--- src/rtl/seq_det_pkg.sv ---
// Shared defaults and types for the parametrised serial sequence detector.
// Widths here match the default MAX_LEN; the top re-derives them from its own parameters.
package seq_det_pkg;

  localparam int MAX_LEN_DEF = 8;
  localparam int CNT_W_DEF   = 8;
  localparam logic [MAX_LEN_DEF-1:0] RST_PATTERN_DEF = 8'b0000_1100;
  localparam int RST_LEN_DEF = 4;

  // Length field must hold values 0..max_len inclusive.
  function automatic int lw_of(input int max_len);
    return $clog2(max_len) + 1;
  endfunction

  localparam int LW_DEF = lw_of(MAX_LEN_DEF);

  typedef struct packed {
    logic [MAX_LEN_DEF-1:0] pattern;
    logic [LW_DEF-1:0]      len;
  } cfg_t;

endpackage

--- src/rtl/seq_sat_counter.sv ---
// Saturating match counter with sticky saturation flag.
// clr and inc in the same cycle clear first, then count.
module seq_sat_counter #(
  parameter int CNT_W = 8
) (
  input  logic             clock,
  input  logic             reset,
  input  logic             inc,
  input  logic             clr,
  output logic [CNT_W-1:0] count,
  output logic             sat
);

  localparam logic [CNT_W-1:0] CNT_MAX = {CNT_W{1'b1}};

  logic [CNT_W-1:0] count_q, count_d, base;
  logic             sat_q, sat_d, sat_base;

  always_comb begin
    base     = clr ? '0 : count_q;
    sat_base = clr ? 1'b0 : sat_q;
    count_d  = base;
    if (inc && (base != CNT_MAX)) begin
      count_d = base + 1'b1;
    end
    sat_d = sat_base || (count_d == CNT_MAX);
  end

  always_ff @(posedge clock or negedge reset) begin
    if (!reset) begin
      count_q <= '0;
      sat_q   <= 1'b0;
    end else begin
      count_q <= count_d;
      sat_q   <= sat_d;
    end
  end

  assign count = count_q;
  assign sat   = sat_q;

endmodule

--- src/rtl/seq_detect_param.sv ---
// Runtime-configurable serial pattern detector: shift history, fill tracking,
// masked compare on the next-state history, registered one-cycle match pulse.
module seq_detect_param
  import seq_det_pkg::*;
#(
  parameter int                 MAX_LEN     = MAX_LEN_DEF,
  parameter int                 CNT_W       = CNT_W_DEF,
  parameter logic [MAX_LEN-1:0] RST_PATTERN = MAX_LEN'(RST_PATTERN_DEF),
  parameter int                 RST_LEN     = RST_LEN_DEF,
  localparam int                LW          = lw_of(MAX_LEN)
) (
  input  logic               clock,
  input  logic               reset,
  input  logic               x,
  input  logic               en,
  input  logic               overlap,
  input  logic               cfg_load,
  input  logic [MAX_LEN-1:0] cfg_pattern,
  input  logic [LW-1:0]      cfg_len,
  input  logic               cnt_clr,
  output logic               z,
  output logic [CNT_W-1:0]   match_cnt,
  output logic               cnt_sat,
  output logic               cfg_err
);

  typedef struct packed {
    logic [MAX_LEN-1:0] pattern;
    logic [LW-1:0]      len;
  } cfg_reg_t;

  cfg_reg_t           cfg_q, cfg_d;
  logic [MAX_LEN-1:0] hist_q, hist_d, hist_n, len_mask;
  logic [LW-1:0]      fill_q, fill_d, fill_n;
  logic               z_q, z_d;
  logic               cfg_err_q, cfg_err_d;
  logic               cfg_ok, match, cnt_clr_i;

  assign cfg_ok = (cfg_len != '0) && (cfg_len <= LW'(MAX_LEN));
  assign hist_n = {hist_q[MAX_LEN-2:0], x};
  assign fill_n = (fill_q >= LW'(MAX_LEN)) ? LW'(MAX_LEN) : fill_q + LW'(1);

  always_comb begin
    len_mask = '0;
    for (int i = 0; i < MAX_LEN; i++) begin
      len_mask[i] = (i < int'(cfg_q.len));
    end
  end

  // A load cycle never samples x, so it can never produce a match.
  assign match = en && !cfg_load && (fill_n >= cfg_q.len) &&
                 ((hist_n & len_mask) == (cfg_q.pattern & len_mask));

  always_comb begin
    cfg_d     = cfg_q;
    hist_d    = hist_q;
    fill_d    = fill_q;
    cfg_err_d = 1'b0;
    cnt_clr_i = cnt_clr;
    if (cfg_load) begin
      cnt_clr_i = cfg_ok;
      if (cfg_ok) begin
        cfg_d.pattern = cfg_pattern;
        cfg_d.len     = cfg_len;
        hist_d        = '0;
        fill_d        = '0;
      end else begin
        cfg_err_d = 1'b1;
      end
    end else if (en) begin
      hist_d = hist_n;
      fill_d = (match && !overlap) ? '0 : fill_n;
    end
  end

  assign z_d = match;

  always_ff @(posedge clock or negedge reset) begin
    if (!reset) begin
      cfg_q.pattern <= RST_PATTERN;
      cfg_q.len     <= LW'(RST_LEN);
    end else begin
      cfg_q <= cfg_d;
    end
  end

  always_ff @(posedge clock or negedge reset) begin
    if (!reset) begin
      hist_q <= '0;
      fill_q <= '0;
    end else begin
      hist_q <= hist_d;
      fill_q <= fill_d;
    end
  end

  always_ff @(posedge clock or negedge reset) begin
    if (!reset) begin
      z_q       <= 1'b0;
      cfg_err_q <= 1'b0;
    end else begin
      z_q       <= z_d;
      cfg_err_q <= cfg_err_d;
    end
  end

  seq_sat_counter #(.CNT_W(CNT_W)) u_cnt (
    .clock (clock),
    .reset (reset),
    .inc   (match),
    .clr   (cnt_clr_i),
    .count (match_cnt),
    .sat   (cnt_sat)
  );

  assign z       = z_q;
  assign cfg_err = cfg_err_q;

endmodule

--- config.mk ---
export PLATFORM = sky130hd
export DESIGN_NAME = seq_detect_param
export DESIGN_NICKNAME = d
export VERILOG_FILES = /design/src/rtl/seq_det_pkg.sv /design/src/rtl/seq_sat_counter.sv /design/src/rtl/seq_detect_param.sv
export SDC_FILE = /design/constraint.sdc
export NUM_CORES = 1
export LEC_CHECK = 0
export BUFFER_PORTS_ARGS = -buffer_cell sky130_fd_sc_hd__buf_2
export CAP_MARGIN = 20
export CORE_ASPECT_RATIO = 1.25
export CORE_UTILIZATION = 40
export DETAILED_ROUTE_END_ITERATION = 7
export GPL_TIMING_DRIVEN = 0
export PLACE_DENSITY = 0.63
export REMOVE_ABC_BUFFERS = 1
export SYNTH_ARGS = -nofsm -noshare
export SYNTH_HDL_FRONTEND = slang
export SYNTH_HIERARCHICAL = 1
export SYNTH_SLANG_ARGS = --single-unit
--- constraint.sdc ---
create_clock -name clock -period 3.2 [get_ports clock]
set_input_delay 0.64 -clock clock [delete_from_list [all_inputs] [get_ports clock]]
set_output_delay 0.64 -clock clock [all_outputs]
set_load 0.01 [all_outputs]
==> metrics.log, run 1 <==
[metrics] share of flip-flops with an asynchronous set or reset after synthesis: 1.00
[metrics] Min Clock Period, post-route: between 2 and 3 ns
[metrics] via count of the first global-routing pass: between 1k and 1.5k
[metrics] pre-CTS setup slack: -0.0846 ns
[metrics] total setup violations reported at the end of the flow: 0
[metrics] Wirelength per Cell: 12.8 µm
[metrics] final worst-path setup slack: approximately 0.44 ns
[metrics] final total power: between 1000 and 1500 µW
[metrics] syn_area_per_cell: just over 9 µm²
[metrics] count of input and output buffers: 29
[metrics] die span in x: approximately 63 µm
[metrics] max-slew violation count: 0
[metrics] Max-cap violations: 0
[metrics] part of the Yosys area used for sequential elements: 0.453
[metrics] insertion delay to the later sink of the worst-skew pair: 0.28 ns
[metrics] die area: between 0.004 and 0.005 mm²
[metrics] drt via density: 5.12
[metrics] starting density of the core: 0.423
[metrics] commonest cells after routing, fill and taps aside: sky130_fd_sc_hd__nand2_1 (48), sky130_fd_sc_hd__dfrtp_1 (31), sky130_fd_sc_hd__buf_2 (29)
[metrics] power share of the clock group: 0.336
[metrics] NumNets Final: 258
[metrics] number of cell rows: 27
[metrics] Final Routed Wirelength: 3.74 mm
[metrics] Post-DP Area: ~0.0021 mm²
[metrics] switching pwr: around 330 µW
[metrics] layout cells sized above 1: 0.244
[metrics] clock-pin transition on the worst setup and hold timing paths: 0.07 ns
[metrics] leakage component of the power: between 0.001 and 0.0015 µW
[metrics] Max transition margin: 0.496
[metrics] Clock Skews: between 0.002 and 0.0025 ns
[metrics] leading register cell type out of synthesis: sky130_fd_sc_hd__dfrtp_1
[metrics] worst-path cell chain: buf_2 > nor3_1 > xnor2_1 > nand2_1 > o21ai_2 > and3b_1 > nand3_1 > a31o_1 > a21oi_2 > a41o_1
[metrics] Reg area: 855 µm²
[metrics] GR Util All Layers: 0.167
[metrics] P per Cell Area: 521 mW/mm²
[metrics] most common cell after layout, fill and taps aside: sky130_fd_sc_hd__nand2_1
[metrics] internal power summed over all cells: 812 µW
[metrics] part of the cycle the worst path needs: 0.863
[metrics] diode insertion count for antenna repair: 0
[metrics] Worst IR Drop VDD: about 0.27 mV
[metrics] number of DRC markers after the initial detailed-route iteration: 64
[metrics] share of power burned in registers: 0.459
[metrics] Ys Warns: 6
[metrics] number of flops mapped to enable cells by yosys: 0
[metrics] number of hold-slack violations in the final timing report: 0
[metrics] Clock Tree Root: sky130_fd_sc_hd__clkbuf_8
[metrics] outcome: complete, no violations
[metrics] Switching Share: 0.287
[metrics] type of the setup path with the least slack: input port to register
[metrics] maximum fanout count along the critical path: 14
[metrics] CTS tree: yes
[metrics] Worst path slowest cell: sky130_fd_sc_hd__nand2_1
[metrics] required time reported for the critical path endpoint: around 3.4 ns
[metrics] clock sink total: 34
[metrics] Detail Route Antenna Nets: 0
[metrics] wire length of the first global-routing pass: roughly 6.5 mm
[metrics] area of all placed cells without fillers: ~0.0022 mm²
[metrics] worst hold path type: input port to asynchronous set/reset pin
[metrics] type of element capturing the critical path: register
[metrics] count of unresolved DRC violations after routing: 0
[metrics] distinct cell type count of the synthesized netlist: 52
[metrics] total via count after detailed routing: 1,495
[metrics] Data arrival, critical path: 2.98 ns
[metrics] total standard cell area after synthesis: 0.00189 mm²
[metrics] biggest cell delay along the critical path: ~0.4 ns
[metrics] number of detailed-routing iterations run before antenna repair: 4
[metrics] number of H-tree levels: 2
[metrics] cells after synthesis: ~200
[metrics] Core Box Area: roughly 0.0045 mm²
[metrics] slew of the pin with the lowest slew margin: around 0.76 ns
[metrics] area occupied by multi-input gates: approximately 940 µm²
[metrics] startpoint kind of the worst setup timing path: input port
[metrics] fraction of power consumed by combinational cells: 0.204
[metrics] final-layout fill cell count: around 460
[metrics] largest net degree at the start of global routing: 35
[metrics] antenna violations before repair: 0
[metrics] number of synthesized register bits: 34
[metrics] number of buffers inserted by hold repair at cts: 0
[metrics] DPL Wire Length: 2.60 mm
[metrics] flop-to-flop setup slack: about 0.45 ns
[metrics] final standard cell utilization of the core: 0.490
[metrics] number of placed I/O pins: 30
[metrics] die height: between 70 and 80 µm
[metrics] layout overhead on the synthesized area: 15.9%
[metrics] global route overflow: 0
[metrics] routability congestion estimate from global placement: between 0.7 and 0.8
[metrics] unrepaired setup endpoints after global routing: false
[metrics] Bufs on Longest Clock Path: 2
[metrics] upper clock frequency limit: about 0.36 GHz
[metrics] total clock buffers created by CTS: 5
==> stage by stage <==
stage | hold WS, ns | instances | TNS, ns
floorplan | 0.344 | 194 | 0
global placement | 0.461 | 281 | -0.495
detailed placement | 0.462 | 281 | -0.0846
CTS | 0.447 | 289 | 0
global route | 0.486 | 292 | 0
finish | 0.421 | 292 | 0
==> sequential cells by signal, indices dropped and copies added (netlist names) <==
register / cells
cfg_q: 12
u_cnt/count: 8
hist_q: 7
fill_q: 4
cfg_err: 1
u_cnt/sat: 1
z: 1
==> metal layers <==
| metal | vias to the layer above | wire, µm | part of all wire | track usage |
|---|---|---|---|---|
| met5 | - | 0 | 0 | 0 |
| met4 | 0 | 55 | 0.015 | 0.0682 |
| met3 | 5 | 96 | 0.026 | 0.0345 |
| met2 | 19 | 1810 | 0.48 | 0.279 |
| met1 | 712 | 1780 | 0.48 | 0.210 |
| li1 | 759 | - | - | - |
==> cell usage after synthesis (2+ instances only) <==
library cell / count / share of area
sky130_fd_sc_hd__nand2_1: 48 / 0.095
sky130_fd_sc_hd__dfrtp_1: 31 / 0.41
sky130_fd_sc_hd__nor2_1: 11 / 0.022
sky130_fd_sc_hd__a21oi_1: 9 / 0.024
sky130_fd_sc_hd__inv_1: 7 / 0.014
sky130_fd_sc_hd__xnor2_1: 7 / 0.032
sky130_fd_sc_hd__ha_1: 6 / 0.040
sky130_fd_sc_hd__o21ai_1: 6 / 0.016
sky130_fd_sc_hd__nand3_1: 5 / 0.013
sky130_fd_sc_hd__nor2b_1: 5 / 0.017
sky130_fd_sc_hd__o21ai_0: 5 / 0.013
sky130_fd_sc_hd__a31oi_1: 4 / 0.013
sky130_fd_sc_hd__clkbuf_1: 4 / 0.0080
sky130_fd_sc_hd__nand2b_1: 4 / 0.013
sky130_fd_sc_hd__xor2_1: 4 / 0.019
sky130_fd_sc_hd__buf_2: 3 / 0.0080
sky130_fd_sc_hd__dfstp_2: 3 / 0.042
sky130_fd_sc_hd__a211o_1: 2 / 0.0093
sky130_fd_sc_hd__a211oi_1: 2 / 0.0080
sky130_fd_sc_hd__buf_6: 2 / 0.012
sky130_fd_sc_hd__nor3_1: 2 / 0.0053
sky130_fd_sc_hd__o21a_1: 2 / 0.0080
sky130_fd_sc_hd__o21ai_2: 2 / 0.0093
==> path summary, 6_finish.rpt <==
kind,start,end,cells past startpoint
max,cfg_len[1],u_cnt/sat,10
min,reset,cfg_q[10],1
max reg2reg,fill_q[3],u_cnt/sat,12
max in group asynchronous,reset,hist_q[1],1
min in group clock,cfg_q[7],cfg_q[7],2
min reg2reg,cfg_q[7],cfg_q[7],2
==> critical path: cells and delay by family <==
family | cells | cell delay, ns
AND/OR/NAND/NOR | 4 | 1.20
AO/OA/AOI/OAI | 4 | 0.89
XOR/XNOR | 1 | 0.14
buffers and inverters | 1 | 0.10
==> cell type report <==
cell class | instances | share of cell area
tap | 58 | 0.0332
multi-input combinational | 152 | 0.430
inverter | 8 | 0.0200
clock buffer | 5 | 0.0315
timing repair buffer | 32 | 0.0767
clock inverter | 3 | 0.0183
sequential | 34 | 0.391
==> cells by family after synthesis <==
| kind of cell | share of synthesized area |
|---|---|
| simple gates | 0.231 |
| compound gates | 0.169 |
| flops | 0.453 |
| buf+inv | 0.0511 |
| xor+xnor | 0.0511 |
| fa+ha+maj | 0.0398 |
| mux | 0.00531 |
==> power by group through the flow <==
stage	logic, µW	registers, µW	clock network (µW)
global route	268	531	407
finish	233	523	383
floorplan	169	522	0
CTS	229	524	395
global placement	225	531	0
detailed placement	228	531	0
==> what timing repair did <==
action / in CTS / in global routing
setup buffers: 0 / 3
resized for setup: 0 / 1
endpoints found under the setup margin: 0 / 1
(Power assumes the default switching activity.)
==> run 2, diff against run 1 <==
--- a/config.mk
+++ b/config.mk
@@ -8,6 +8,7 @@
 export BUFFER_PORTS_ARGS = -buffer_cell sky130_fd_sc_hd__buf_2
 export CAP_MARGIN = 20
 export CORE_ASPECT_RATIO = 1.25
+export CORE_MARGIN = 1.5
 export CORE_UTILIZATION = 40
 export DETAILED_ROUTE_END_ITERATION = 7
 export GPL_TIMING_DRIVEN = 0
==> run 2 against run 1 <==
Against the previous run: core utilization down 0.22 points; critical path depth is the same; setup slack got worse by 0.044 ns; via count grew 1.0%; global-route usage increased by 0.17 points; design area down 0.46%.
==> metrics.log, run 2 (synthesized netlist as in run 1, its figures left out) <==
[metrics] flip-flop count of the largest register, all copies and words added: 12 (unchanged)
[metrics] Detail Route Antenna Nets: 0 (unchanged)
[metrics] Max-cap violations: 0 (unchanged)
[metrics] number of DRC markers after the initial detailed-route iteration: 84 (+31%)
[metrics] number of cell rows: 27 (unchanged)
[metrics] number of hold-slack violations in the final timing report: 0 (unchanged)
[metrics] largest net degree at the start of global routing: 35 (unchanged)
[metrics] Reg with most FFs: cfg_q
[metrics] upper clock frequency limit: 0.357 GHz (-1.6%)
[metrics] Core Box Area: 0.00446 mm² (unchanged)
[metrics] clock-pin transition on the worst setup and hold timing paths: 0.07 ns (about the same)
[metrics] layout overhead on the synthesized area: 15.4%
[metrics] Worst IR Drop VDD: 0.249 mV (-7.7%)
[metrics] CTS tree: yes
[metrics] Bufs on Longest Clock Path: 2 (unchanged)
[metrics] die span in x: 64.4 µm (+1.6%)
[metrics] worst hold path type: input port to asynchronous set/reset pin
[metrics] total clock buffers created by CTS: 5 (unchanged)
[metrics] Final Routed Wirelength: 3.86 mm (+3.2%)
[metrics] insertion delay to the later sink of the worst-skew pair: 0.29 ns (about the same)
[metrics] NumNets Final: 259 (+0.39%)
[metrics] final instance count without filler cells: 293 (+0.34%)
[metrics] GR Util All Layers: 0.169 (+0.00169)
[metrics] unrepaired setup endpoints after global routing: false
[metrics] number of H-tree levels: 2 (unchanged)
[metrics] logic depth of the worst register-to-register path: 13 (+1)
[metrics] Placed Instances: 281 (unchanged)
[metrics] clock sink total: 34 (unchanged)
[metrics] total via count after detailed routing: 1,510 (+1.0%)
[metrics] reg-to-reg endpoint: u_cnt/sat
[metrics] DPL Wire Length: 2.67 mm (+2.9%)
[metrics] count of input and output buffers: 29 (unchanged)
[metrics] number of buffers inserted by hold repair at cts: 0 (unchanged)
[metrics] part of the cycle the worst path needs: 0.876 (+0.0138)
[metrics] Max transition margin: 0.479 (-0.0167)
[metrics] Wirelength per Cell: 13.2 µm (+2.9%)
[metrics] type of element capturing the critical path: register
[metrics] beginning of the worst register-to-register path: fill_q[0]
[metrics] final-layout fill cell count: 464 (+1.8%)
[metrics] routability congestion estimate from global placement: 0.767 (+0.87%)
[metrics] type of the setup path with the least slack: input port to register
[metrics] die height: 79.8 µm (+1.3%)
[metrics] pre-CTS setup slack: -0.122 ns (-0.0378 ns)
[metrics] maximum fanout count along the critical path: 14 (unchanged)
[metrics] count of unresolved DRC violations after routing: 0 (unchanged)
[metrics] drt via density: 5.15 (+0.66%)
[metrics] P per Cell Area: 499 mW/mm² (-4.1%)
[metrics] via count of the first global-routing pass: 1,477 (+2.9%)
[metrics] diode insertion count for antenna repair: 0 (unchanged)
[metrics] Clock Skews: 0.00718 ns (+0.00484 ns)
[metrics] commonest cells after routing, fill and taps aside: sky130_fd_sc_hd__nand2_1 (48), sky130_fd_sc_hd__dfrtp_1 (31), sky130_fd_sc_hd__buf_2 (29)
[metrics] final hold slack: 0.424 ns (+0.00321 ns)
[metrics] flop-to-flop setup slack: 0.47 ns (+0.02 ns)
[metrics] number of detailed-routing iterations run before antenna repair: 4 (unchanged)
[metrics] Fin Setup TNS: 0 ns (unchanged)
[metrics] startpoint kind of the worst setup timing path: input port
[metrics] required time reported for the critical path endpoint: 3.43 ns (about the same)
[metrics] Min Clock Period, post-route: 2.80 ns (+0.0441 ns)
[metrics] global route overflow: 0 (unchanged)
[metrics] most common cell after layout, fill and taps aside: sky130_fd_sc_hd__nand2_1
[metrics] outcome: complete, no violations
[metrics] die area: 0.00514 mm² (+2.9%)
[metrics] starting density of the core: 0.423 (unchanged)
[metrics] layout cells sized above 1: 0.243 (-0.00104)
[metrics] final worst-path setup slack: 0.395 ns (-0.0441 ns)
[metrics] leakage component of the power: 0.00105 µW (-0.40%)
[metrics] final standard cell utilization of the core: 0.488 (-0.00224)
[metrics] Data arrival, critical path: 3.03 ns (+0.05 ns)
[metrics] number of placed I/O pins: 30 (unchanged)
[metrics] area occupied by multi-input gates: 940 µm² (unchanged)
[metrics] Reg area: 855 µm² (unchanged)
[metrics] antenna violations before repair: 0 (unchanged)
[metrics] Clock Tree Root: sky130_fd_sc_hd__clkbuf_8
[metrics] total setup violations reported at the end of the flow: 0 (unchanged)
[metrics] max-slew violation count: 0 (unchanged)
[metrics] wire length of the first global-routing pass: 6.71 mm (+3.2%)
[metrics] slew of the pin with the lowest slew margin: 0.780 ns (+0.0249 ns)
run 2: cell types whose count changed in the layout (fill, tap and decap cells not counted), sizes merged:
| cell | before | now |
|---|---|---|
| buf | 32 | 33 |
| bufinv | 2 | 1 |
| clkbuf | 5 | 7 |
| clkinv | 2 | 1 |
run 2: final cells by class:
cell class,instances,area share
multi-input cells,152,0.432
flip-flops and latches,34,0.393
repair buffers,33,0.0805
clock buffers,7,0.0397
well taps,58,0.0333
inverters,8,0.0201
clock inverters,1,0.00230
run 2: how the worst max path moves through the flow:
stage	from	to	slack, ns	cells past startpoint
after floorplan	cfg_len[1]	u_cnt/sat	0.40	9
after global routing	cfg_len[1]	u_cnt/sat	0.04	10
after detailed placement	cfg_len[1]	u_cnt/sat	-0.12	10
after CTS	cfg_len[1]	u_cnt/sat	0.17	10
after global placement	cfg_len[1]	u_cnt/sat	-0.30	10
final	cfg_len[1]	u_cnt/sat	0.40	10
run 2: critical path, cell delays in order:
cell and delay, ns:
sky130_fd_sc_hd__buf_2 0.11, sky130_fd_sc_hd__nor3_1 0.32, sky130_fd_sc_hd__xnor2_1 0.14, sky130_fd_sc_hd__nand2_1 0.42, sky130_fd_sc_hd__o21ai_2 0.31, sky130_fd_sc_hd__and3b_1 0.30
sky130_fd_sc_hd__nand3_1 0.18, sky130_fd_sc_hd__a31o_1 0.28, sky130_fd_sc_hd__a21oi_2 0.15, sky130_fd_sc_hd__a41o_1 0.17
run 2: layer usage:
metal	up-vias	routed length, µm	track usage
met5	-	0	0
met4	0	57	0.0638
met3	5	113	0.0395
met2	23	1860	0.279
met1	721	1830	0.215
li1	761	-	-
run 2: stage by stage:
step | power [µW] | cell area (µm²)
after floorplan | 692 | 1830
after global placement | 756 | 2050
after detailed placement | 763 | 2050
after CTS | 1090 | 2140
after global routing | 1160 | 2180
final | 1090 | 2180
run 2: power by group:
group | leakage (µW) | total, µW | switching (µW) | internal, µW
Combinational | 0.000553 | 237 | 130 | 107
Clock | 0.0000482 | 327 | 153 | 173
Sequential | 0.000446 | 524 | 46.5 | 477
run 2: timing repair:
action | in CTS | in global routing
resized for setup | 0 | 1
setup buffers | 0 | 4
endpoints found under the setup margin | 0 | 1
